### config.mk
export PLATFORM = sky130hd
export DESIGN_NAME = mem_arbiter
export DESIGN_NICKNAME = d
export VERILOG_FILES = /design/src/rtl/arbiter_pkg.sv /design/src/rtl/enums_pkg.sv /design/src/rtl/mem_arbiter.sv
export SDC_FILE = /design/constraint.sdc
export NUM_CORES = 1
export LEC_CHECK = 0
export ABC_AREA = 1
export BUFFER_PORTS_ARGS = -buffer_cell sky130_fd_sc_hd__clkbuf_2
export CAP_MARGIN = 25
export CORE_AREA = 2 2 105 107
export CTS_CLUSTER_DIAMETER = 150
export DETAILED_ROUTE_END_ITERATION = 12
export DIE_AREA = 0 0 107 109
export SETUP_SLACK_MARGIN = 0.5
export SYNTH_ARGS = -nofsm -noshare
export SYNTH_HDL_FRONTEND = slang
export SYNTH_SLANG_ARGS = --single-unit
### constraint.sdc
create_clock -name clock -period 1.6 [get_ports clock]
set_input_delay 0 -clock clock [delete_from_list [all_inputs] [get_ports clock]]
set_output_delay 0 -clock clock [all_outputs]
set_load 0.02 [all_outputs]
### src/rtl/arbiter_pkg.sv
// ---------------------------------------------------------------------------
// arbiter_pkg
//   Types private to the memory arbiter.
//   arb_state_t : grant state of mem_arbiter (idle, instruction, data).
// ---------------------------------------------------------------------------
package arbiter_pkg;

  typedef enum logic [1:0] {
    IDLE       = 2'd0,
    GRANT_INST = 2'd1,
    GRANT_DATA = 2'd2
  } arb_state_t;

endpackage : arbiter_pkg

### src/rtl/enums_pkg.sv
// ---------------------------------------------------------------------------
// enums_pkg
//   Memory-bus enumerations shared across the codebase.
//   mem_size_t : access width on the data port and on the shared memory bus.
// ---------------------------------------------------------------------------
package enums_pkg;

  typedef enum logic [1:0] {
    SIZE_BYTE = 2'd0,
    SIZE_HALF = 2'd1,
    SIZE_WORD = 2'd2
  } mem_size_t;

endpackage : enums_pkg

### src/rtl/mem_arbiter.sv
// ---------------------------------------------------------------------------
// mem_arbiter
//   Two-port (instruction fetch / data load-store) arbiter onto one shared
//   memory bus. One transaction is outstanding at a time. Ties from idle go
//   to the port selected by DATA_FIRST; under contention the ports strictly
//   alternate because the completing port never competes on its ack cycle.
//   A transaction not acknowledged within TIMEOUT_CYCLES is aborted with a
//   bus_error strobe and a ready strobe carrying zero read data.
//
// Parameters
//   TIMEOUT_CYCLES : unacknowledged grant cycles tolerated before abort
//   DATA_FIRST     : 1 = data port wins a simultaneous request from idle
//
// Ports
//   clock, n_reset                  : clock, asynchronous active-low reset
//   inst_read_enable, inst_address  : fetch request (held until inst_ready)
//   inst_read_data, inst_ready      : fetch data and one-cycle completion
//   data_read_enable, data_write_enable, data_address, data_size,
//   data_write_data                 : load/store request (held until data_ready)
//   data_read_data, data_ready      : load data and one-cycle completion
//   mem_address, mem_size, mem_write_data,
//   mem_read_enable, mem_write_enable : shared memory bus request
//   mem_read_data, mem_ack          : memory response
//   stall                           : a port is requesting and not yet ready
//   bus_error                       : one-cycle strobe on transaction timeout
// ---------------------------------------------------------------------------
module mem_arbiter
  import enums_pkg::*;
  import arbiter_pkg::*;
#(
  parameter int unsigned TIMEOUT_CYCLES = 255,
  parameter logic        DATA_FIRST     = 1'b1
) (
  input  logic        clock,
  input  logic        n_reset,

  input  logic        inst_read_enable,
  input  logic [31:0] inst_address,
  output logic [31:0] inst_read_data,
  output logic        inst_ready,

  input  logic        data_read_enable,
  input  logic        data_write_enable,
  input  logic [31:0] data_address,
  input  mem_size_t   data_size,
  input  logic [31:0] data_write_data,
  output logic [31:0] data_read_data,
  output logic        data_ready,

  output logic [31:0] mem_address,
  output mem_size_t   mem_size,
  output logic [31:0] mem_write_data,
  output logic        mem_read_enable,
  output logic        mem_write_enable,
  input  logic [31:0] mem_read_data,
  input  logic        mem_ack,

  output logic        stall,
  output logic        bus_error
);

  // Counter must be able to hold TIMEOUT_CYCLES itself.
  localparam int unsigned CNT_W =
    (TIMEOUT_CYCLES < 2) ? 1 : $clog2(TIMEOUT_CYCLES + 1);
  localparam logic [CNT_W-1:0] WAIT_LIMIT = CNT_W'(TIMEOUT_CYCLES);

  arb_state_t       state;
  arb_state_t       state_next;
  logic [CNT_W-1:0] wait_cnt;

  logic inst_req;
  logic data_req;
  logic granted;
  logic timeout;
  logic done;

  assign inst_req = inst_read_enable;
  assign data_req = data_read_enable | data_write_enable;

  // Completion is either a real ack or the abort on the cycle the counter
  // has reached the limit; an ack on that same cycle still wins.
  assign granted = (state != IDLE);
  assign timeout = granted & ~mem_ack & (wait_cnt == WAIT_LIMIT);
  assign done    = granted & (mem_ack | timeout);

  assign stall = (inst_req & ~inst_ready) | (data_req & ~data_ready);

  // -------------------------------------------------------------------------
  // State register and wait counter
  // -------------------------------------------------------------------------
  always_ff @(posedge clock or negedge n_reset) begin
    if (!n_reset) begin
      state    <= IDLE;
      wait_cnt <= '0;
    end else begin
      state <= state_next;
      // Cleared whenever the next cycle starts a fresh grant (from idle or
      // straight after a completion), counted up while a grant is waiting.
      if (!granted || done) begin
        wait_cnt <= '0;
      end else begin
        wait_cnt <= wait_cnt + 1'b1;
      end
    end
  end

  // -------------------------------------------------------------------------
  // Next state
  // On a completion the finishing port is ignored, so the other port is
  // granted with no idle bubble if it is waiting.
  // -------------------------------------------------------------------------
  always_comb begin
    state_next = state;
    unique case (state)
      IDLE: begin
        if (inst_req && data_req) begin
          state_next = DATA_FIRST ? GRANT_DATA : GRANT_INST;
        end else if (data_req) begin
          state_next = GRANT_DATA;
        end else if (inst_req) begin
          state_next = GRANT_INST;
        end
      end
      GRANT_INST: begin
        if (done) begin
          state_next = data_req ? GRANT_DATA : IDLE;
        end
      end
      GRANT_DATA: begin
        if (done) begin
          state_next = inst_req ? GRANT_INST : IDLE;
        end
      end
      default: state_next = IDLE;
    endcase
  end

  // -------------------------------------------------------------------------
  // Bus and port outputs, selected only by the registered grant state.
  // mem_ack in IDLE has no effect because every response path is gated by
  // the grant.
  // -------------------------------------------------------------------------
  always_comb begin
    mem_address      = '0;
    mem_size         = SIZE_BYTE;
    mem_write_data   = '0;
    mem_read_enable  = 1'b0;
    mem_write_enable = 1'b0;
    inst_ready       = 1'b0;
    inst_read_data   = '0;
    data_ready       = 1'b0;
    data_read_data   = '0;
    bus_error        = 1'b0;

    unique case (state)
      GRANT_INST: begin
        mem_address     = inst_address;
        mem_size        = SIZE_WORD;
        mem_read_enable = inst_read_enable;
        inst_ready      = done;
        inst_read_data  = timeout ? '0 : mem_read_data;
        bus_error       = timeout;
      end
      GRANT_DATA: begin
        mem_address      = data_address;
        mem_size         = data_size;
        mem_write_data   = data_write_data;
        mem_read_enable  = data_read_enable;
        mem_write_enable = data_write_enable;
        data_ready       = done;
        data_read_data   = timeout ? '0 : mem_read_data;
        bus_error        = timeout;
      end
      default: begin
      end
    endcase
  end

endmodule : mem_arbiter

==> results of run 1 <==
-- worst max-delay path: cells and delay by family, from the launching register on --
family        cells  cell delay [ns]
buf+inv           5             0.61
flops             1             0.36
simple gates      4             0.29
fa+ha+maj         1             0.17
-- layer usage --
metal	wire, um	part of all wire
met2	7022	0.57
met4	168	0.014
met1	4310	0.35
met3	714	0.058
met5	0	0
-- sequential cells by signal (all words and copies together) (netlist names) --
register	count
wait_cnt	8
state	2
-- cell families (layout without fill, tap and decap cells) --
kind of cell             count (synthesis)  after routing  synth area share
flip-flops                              10             10            0.1307
AND/OR/NAND/NOR                        205            205            0.4830
buffers and inverters                  103            413            0.2314
AO/OA/AOI/OAI                           39             39            0.1039
adder cells (fa/ha/maj)                  5              5           0.03268
XOR/XNOR                                 4              4           0.01830
-- per-stage QoR --
step / setup WS (ns) / hold slack [ns]
CTS: -0.09146 / 0.1450
global route: -0.1735 / 0.1902
finish: -0.07202 / 0.1647
global placement: 0.06601 / -0.1245
floorplan: 0.1862 / -0.2956
detailed placement: 0.06175 / -0.1173
-- final cells by class --
class                      instances  area (sq um)  area share
multi-input combinational        253          2843      0.4229
sequential                        10         250.2     0.03722
clock buffer                       4         55.05    0.008189
timing repair buffer             333          3082      0.4584
inverter                          76         317.8     0.04727
tap                              140         175.2     0.02606
-- power groups by stage --
stage                     clock network, W  registers [W]  logic [W]
after floorplan                          0       0.000324    0.00477
after global placement                   0       0.000328    0.00611
after detailed placement                 0       0.000331    0.00619
after CTS                         0.000321       0.000314    0.00878
after global routing              0.000340       0.000326     0.0105
final                             0.000310       0.000321     0.0100
-- worst paths after layout --
kind | end | cells after the start | from | slack, ns
max | data_read_data[4] | 10 | state[0]$_DFFE_PN0P_ | -0.07
max reg2reg | state[1]$_DFFE_PN0P_ | 7 | state[1]$_DFFE_PN0P_ | 0.04
min reg2reg | wait_cnt[7]$_DFF_PN0_ | 2 | wait_cnt[7]$_DFF_PN0_ | 0.57
min | wait_cnt[5]$_DFF_PN0_ | 2 | n_reset | 0.16
max in group asynchronous | state[1]$_DFFE_PN0P_ | 2 | n_reset | 1.23
min in group clock | wait_cnt[1]$_DFF_PN0_ | 4 | mem_ack | 0.17
-- timing repair --
| action | CTS | global route |
|---|---|---|
| gates cloned | 13 | 6 |
| hold buffers | 1 | 0 |
| endpoints found under the hold margin | 10 | 0 |
| pin swaps | 12 | 28 |
| buffers inserted | 21 | 3 |
| endpoints found under the setup margin | 146 | 146 |
| resized for setup | 212 | 208 |
-- synthesized netlist by cell type --
library cell  instances  share of area
a211oi_1              1         0.0039
a21oi_1              36          0.094
buf_1                 1         0.0020
buf_2                 7          0.018
buf_6                 6          0.035
clkbuf_1             13          0.025
clkinv_1              1         0.0020
dfrtp_1              10           0.13
ha_1                  5          0.033
inv_1                70           0.14
inv_2                 4         0.0078
inv_4                 1         0.0033
nand2_1             112           0.22
nand2_2               2         0.0065
nand2_4               4          0.024
nand3_1               4          0.010
nand3_2               2          0.010
nand4_1               1         0.0033
nor2_1               11          0.022
nor2_2                1         0.0033
nor2_4                1         0.0059
nor3_1               64           0.17
nor3b_1               2         0.0078
o21ai_1               1         0.0026
o22ai_1               1         0.0033
or2_2                 1         0.0033
xnor2_1               2         0.0092
xor2_1                2         0.0092
==> flow_metrics.py, run 1 <==
metrics = {
    "global_route": {
        "grtUsageMet3": 0.02092,
        "grt_max_degree": 25,
        "antenna_found_initial": 0,
        "grt_pass1_wl_um": 16560,
        "use_met1": 0.2007,
        "grt.met2_usage": 0.3521,
        "grt_pass1_vias": 3390,
        "grt_overflow_total": 0,
        "gr-max-usage-layer": "met2",
        "grt_usage": 0.1777,
    },
    "worst_setup_path": {
        "worst_ep_arrival_time_ns": 1.67,
        "cp-end-kind": "output port",
        "cp_common_cell": "nand2_4",
        "cp-start-kind": "flop",
        "crit_type": "reg2out",
        "cp.required_ns": 1.60,
        "path_max_fanout": 16,
        "path_cells": "inv_2, ha_4, inv_4, nand2_4, nor2_4, nand2_4, inv_8, buf_16, nor3_4, clkbuf_2",
        "cp_slowest_cell": "dfrtp_1",
        "slowest_delay_ns": 0.36,
    },
    "synthesis": {
        "synth.distinct_cells": 28,
        "synth_area_per_cell_sq_um": 5.230,
        "netlist_instances": 366,
        "yosys_warnings": 0,
        "syn-cell-area_sq_um": 1914,
        "synth_seq_cells": 10,
        "synth-seq-area-share": 0.1307,
        "synthesis.nets": 507,
    },
    "die": {
        "io-pin-count": 272,
        "num_rows": 38,
        "dieArea_sq_um": 11660,
        "core_sq_um": 10600,
        "die_x_um": 107,
        "die_height_um": 109,
        "start_util": 0.1806,
    },
    "place": {
        "placed_area_sq_um": 4677,
        "placed_cells": 768,
        "hpwl_um": 7819,
        "gp_congestion": 0.7356,
        "io_buffers": 271,
    },
    "power": {
        "p_sw_w": 0.005262,
        "power.density_nw_per_um2": 1582,
        "power_w": 0.01063,
        "ir_drop_mv": 1.135,
        "p_leak_nw": 3.391,
        "seqPwrFrac": 0.030,
        "p_int_w": 0.005370,
        "p_clk_frac": 0.029,
        "combPwrFrac": 0.941,
        "power.share.switching": 0.4950,
    },
    "finish": {
        "drive_gt1_frac": 0.8713,
        "final_common_cell": "clkbuf_2",
        "mostFrequentLayoutCells": "clkbuf_2, nand2_2, nor3_4, inv_1, buf_6",
        "fin_cells": 816,
        "layout.nets": 818,
        "synthToLayoutAreaGrowth_pct": 251.2,
        "nFillCells": 812,
        "fin_util": 0.6341,
        "stdcell_area_sq_um": 6723,
        "antenna_cells": 0,
    },
    "timing": {
        "rsz0062_at_grt": "true",
        "hold_viol": 0,
        "drv_slew": 0,
        "worstMarginPinSlew_ns": 0.2974,
        "fin_tns_setup_ns": -4.021,
        "fin_crit_sh": 1.045,
        "relSlewSlack": 0.8005,
        "fin_ws_ns": -0.07202,
        "skew_ns": 0.0005273,
        "post-route-min-period_ns": 1.672,
        "max_freq_ghz": 0.5981,
        "setup_viol_count_final": 109,
    },
    "route": {
        "viasPerCell": 4.388,
        "dr.pass1.iters": 4,
        "vias": 3581,
        "drc": 0,
        "routedWlPerCell_um": 14.97,
        "routed_wirelength_um": 12220,
        "first_iter_violations": 205,
        "ant_nets": 0,
    },
    "cts": {
        "cts_root_buf": "clkbuf_8",
        "cts_buffers": 3,
        "cts.path.max_buffers": 2,
        "cts_tree": "done",
        "cts_sinks": 10,
        "clk_pin_slew_ns": 0.05,
        "htree_levels": 1,
        "clkLatencyLatePin_ns": 0.23,
    },
    "min_path": {
        "hp-class": "in2async",
    },
    "status": {
        "failed_checks": "negative setup slack",
        "status": "finished with violations",
    },
    "job": {
        "cap_viol_max_count": 0,
    },
}
No activity file was read; power rests on OpenSTA's default activity.
==> run 2, diff against run 1 <==
--- a/config.mk
+++ b/config.mk
@@ -12,7 +12,8 @@
 export CTS_CLUSTER_DIAMETER = 150
 export DETAILED_ROUTE_END_ITERATION = 12
 export DIE_AREA = 0 0 107 109
-export SETUP_SLACK_MARGIN = 0.5
+export REMOVE_ABC_BUFFERS = 1
+export SLEW_MARGIN = 10
 export SYNTH_ARGS = -nofsm -noshare
 export SYNTH_HDL_FRONTEND = slang
 export SYNTH_SLANG_ARGS = --single-unit
==> run 2 against run 1 <==
Net effect:
- the run still ends with negative setup slack left
- cell count shrank 1.7%
- sequential share of layout area grew 0.93 points
- count of clock-buffer cells in the layout is the same
- register-to-register slack gained 0.05 ns
- design area shrank 20%
- first-iteration DRC count shrank 32%
- via count shrank 1.6%
- critical path type unchanged
- critical endpoint is now data_read_data[7]
- largest power group unchanged
- highest routed layer unchanged
==> flow_metrics.py, run 2 (synthesis gave the netlist of run 1 again) <==
metrics = {
    "status": {
        "status": "finished with violations",
        "failed_checks": "negative setup slack",
    },
    "worst_setup_path": {
        "worst_ep_arrival_time_ns": 1.69,
        "cp-start-kind": "flop",
        "path_delay_family": "buffers and inverters",
        "slowest_delay_ns": 0.39,
        "path_cells": "inv_2, buf_6, ha_4, buf_12, inv_8, clkbuf_16, nor3_2, buf_4",
        "cp-end-kind": "output port",
        "crit_type": "reg2out",
        "path_max_fanout": 8,
        "cp_slowest_cell": "dfrtp_1",
        "crit_buf_inv": 6,
        "cp.required_ns": 1.60,
    },
    "finish": {
        "drive_gt1_frac": 0.7160,
        "final_common_cell": "clkbuf_2",
        "antenna_cells": 0,
        "regMostFlops": "wait_cnt",
        "mostFrequentLayoutCells": "clkbuf_2, nand2_1, buf_4, inv_1, nor3_2",
        "layout.nets": 804,
        "synthToLayoutAreaGrowth_pct": 180.9,
        "largest_reg_flops": 8,
        "stdcell_area_sq_um": 5378,
        "fin_cells": 802,
        "reg_top3": "wait_cnt x8, state x2",
    },
    "place": {
        "gp_congestion": 0.7984,
        "placed_area_sq_um": 3516,
        "io_buffers": 271,
        "hpwl_um": 8146,
        "placed_cells": 768,
    },
    "timing": {
        "fin_tns_setup_ns": -5.020,
        "fin_ws_ns": -0.09267,
        "worstMarginPinSlew_ns": 0.2689,
        "rsz0062_at_grt": "true",
        "relSlewSlack": 0.8207,
        "max_freq_ghz": 0.5908,
        "post-route-min-period_ns": 1.693,
        "hold_viol": 0,
        "setup_viol_count_final": 107,
        "fin_crit_sh": 1.058,
        "drv_slew": 0,
        "skew_ns": 0.004836,
    },
    "die": {
        "num_rows": 38,
        "die_height_um": 109,
        "dieArea_sq_um": 11660,
        "io-pin-count": 272,
        "core_sq_um": 10600,
        "start_util": 0.1806,
        "die_x_um": 107,
    },
    "power": {
        "power.density_nw_per_um2": 1501,
        "p_leak_nw": 2.941,
        "power.share.switching": 0.5212,
        "combPwrFrac": 0.921,
        "ir_drop_mv": 0.8039,
        "p_clk_frac": 0.040,
        "p_sw_w": 0.004207,
        "p_int_w": 0.003864,
        "seqPwrFrac": 0.039,
    },
    "route": {
        "drc": 0,
        "vias": 3523,
        "first_iter_violations": 139,
        "ant_nets": 0,
        "routedWlPerCell_um": 15.72,
        "dr.pass1.iters": 4,
        "routed_wirelength_um": 12610,
        "viasPerCell": 4.393,
    },
    "cts": {
        "cts_sinks": 10,
        "cts.path.max_buffers": 2,
        "htree_levels": 1,
        "cts_buffers": 3,
        "clk_pin_slew_ns": 0.05,
        "cts_tree": "done",
        "cts_root_buf": "clkbuf_8",
        "clkLatencyLatePin_ns": 0.24,
    },
    "global_route": {
        "antenna_found_initial": 0,
        "grt_pass1_wl_um": 16100,
        "grt_overflow_total": 0,
        "grt_usage": 0.1732,
        "grt_pass1_vias": 3240,
        "grt_max_degree": 35,
    },
    "job": {
        "cap_viol_max_count": 0,
    },
    "min_path": {
        "hp-class": "in2reg",
    },
}
-- run 2: cell types whose count changed in the layout (fill, tap and decap cells not counted), moves of 26 or more --
cell and change:
nand2_1 +64, buf_4 +49, a21oi_2 +26, nand2_2 -43
nor3_2 +29, clkbuf_2 -43, nor3_4 -33, buf_8 -35
a21oi_4 -32
-- run 2: worst register-to-register path, delay by kind of cell, from the launching register on --
kind | cells | cell delay (ns)
adder cells (fa/ha/maj) | 1 | 0.16
buffers and inverters | 3 | 0.25
AND/OR/NAND/NOR | 9 | 0.62
flip-flops | 1 | 0.36
-- run 2: cell type report --
cell class              count  area (sq um)
clock buffers               4         55.05
multi-input cells         253          2031
repair buffers            319          2557
inverters                  76         309.0
fillers                  1009          5225
well taps                 140         175.2
flip-flops and latches     10         250.2
-- run 2: repair_timing --
action / CTS / global route
cloned: 5 / 9
hold buffers: 1 / 0
pin swaps: 4 / 21
hold endpoints to repair: 10 / 0
setup buffers: 7 / 8
setup endpoints to repair: 102 / 124
gates resized for setup: 185 / 275
-- run 2: metrics by stage --
step	total power (W)	setup slack, ns	hold WS [ns]	util
3_5_place_dp	0.004920	0.06996	-0.1108	0.3316
6_report	0.008070	-0.09267	0.1552	0.5072
4_1_cts	0.006317	-0.09215	0.1466	0.4172
5_1_grt	0.008523	-0.2006	0.1868	0.5072
3_3_place_gp	0.004925	0.1052	-0.1191	0.3316
2_1_floorplan	0.002967	-1.258	-0.2956	-
-- run 2: power by group through the flow --
stage	Clock [W]	Combinational (W)	Sequential, W
2_1_floorplan	0	0.00265	0.000320
3_3_place_gp	0	0.00461	0.000313
3_5_place_dp	0	0.00460	0.000317
4_1_cts	0.000332	0.00567	0.000315
5_1_grt	0.000348	0.00786	0.000318
6_report	0.000320	0.00743	0.000315
-- run 2: worst paths after layout --
| kind | start | to | depth (start not counted) | slack (ns) |
|---|---|---|---|---|
| min in group asynchronous | n_reset | wait_cnt[4]$_DFF_PN0_ | 2 | 0.18 |
| hold reg to reg | wait_cnt[0]$_DFF_PN0_ | wait_cnt[0]$_DFF_PN0_ | 2 | 0.54 |
| max in group asynchronous | n_reset | wait_cnt[3]$_DFF_PN0_ | 2 | 1.21 |
| setup reg to reg | state[1]$_DFFE_PN0P_ | state[1]$_DFFE_PN0P_ | 13 | 0.09 |
| setup / recovery | state[0]$_DFFE_PN0P_ | data_read_data[7] | 8 | -0.09 |
| hold / removal | mem_ack | wait_cnt[4]$_DFF_PN0_ | 4 | 0.16 |
-- run 2: layer usage --
metal | GRT usage | wire (um) | up-vias
li1 | - | - | 1717
met1 | 0.1899 | 4616 | 1586
met2 | 0.3321 | 6443 | 196
met3 | 0.03945 | 1160 | 24
met4 | 0.05009 | 390 | 0
met5 | 0 | 0 | -
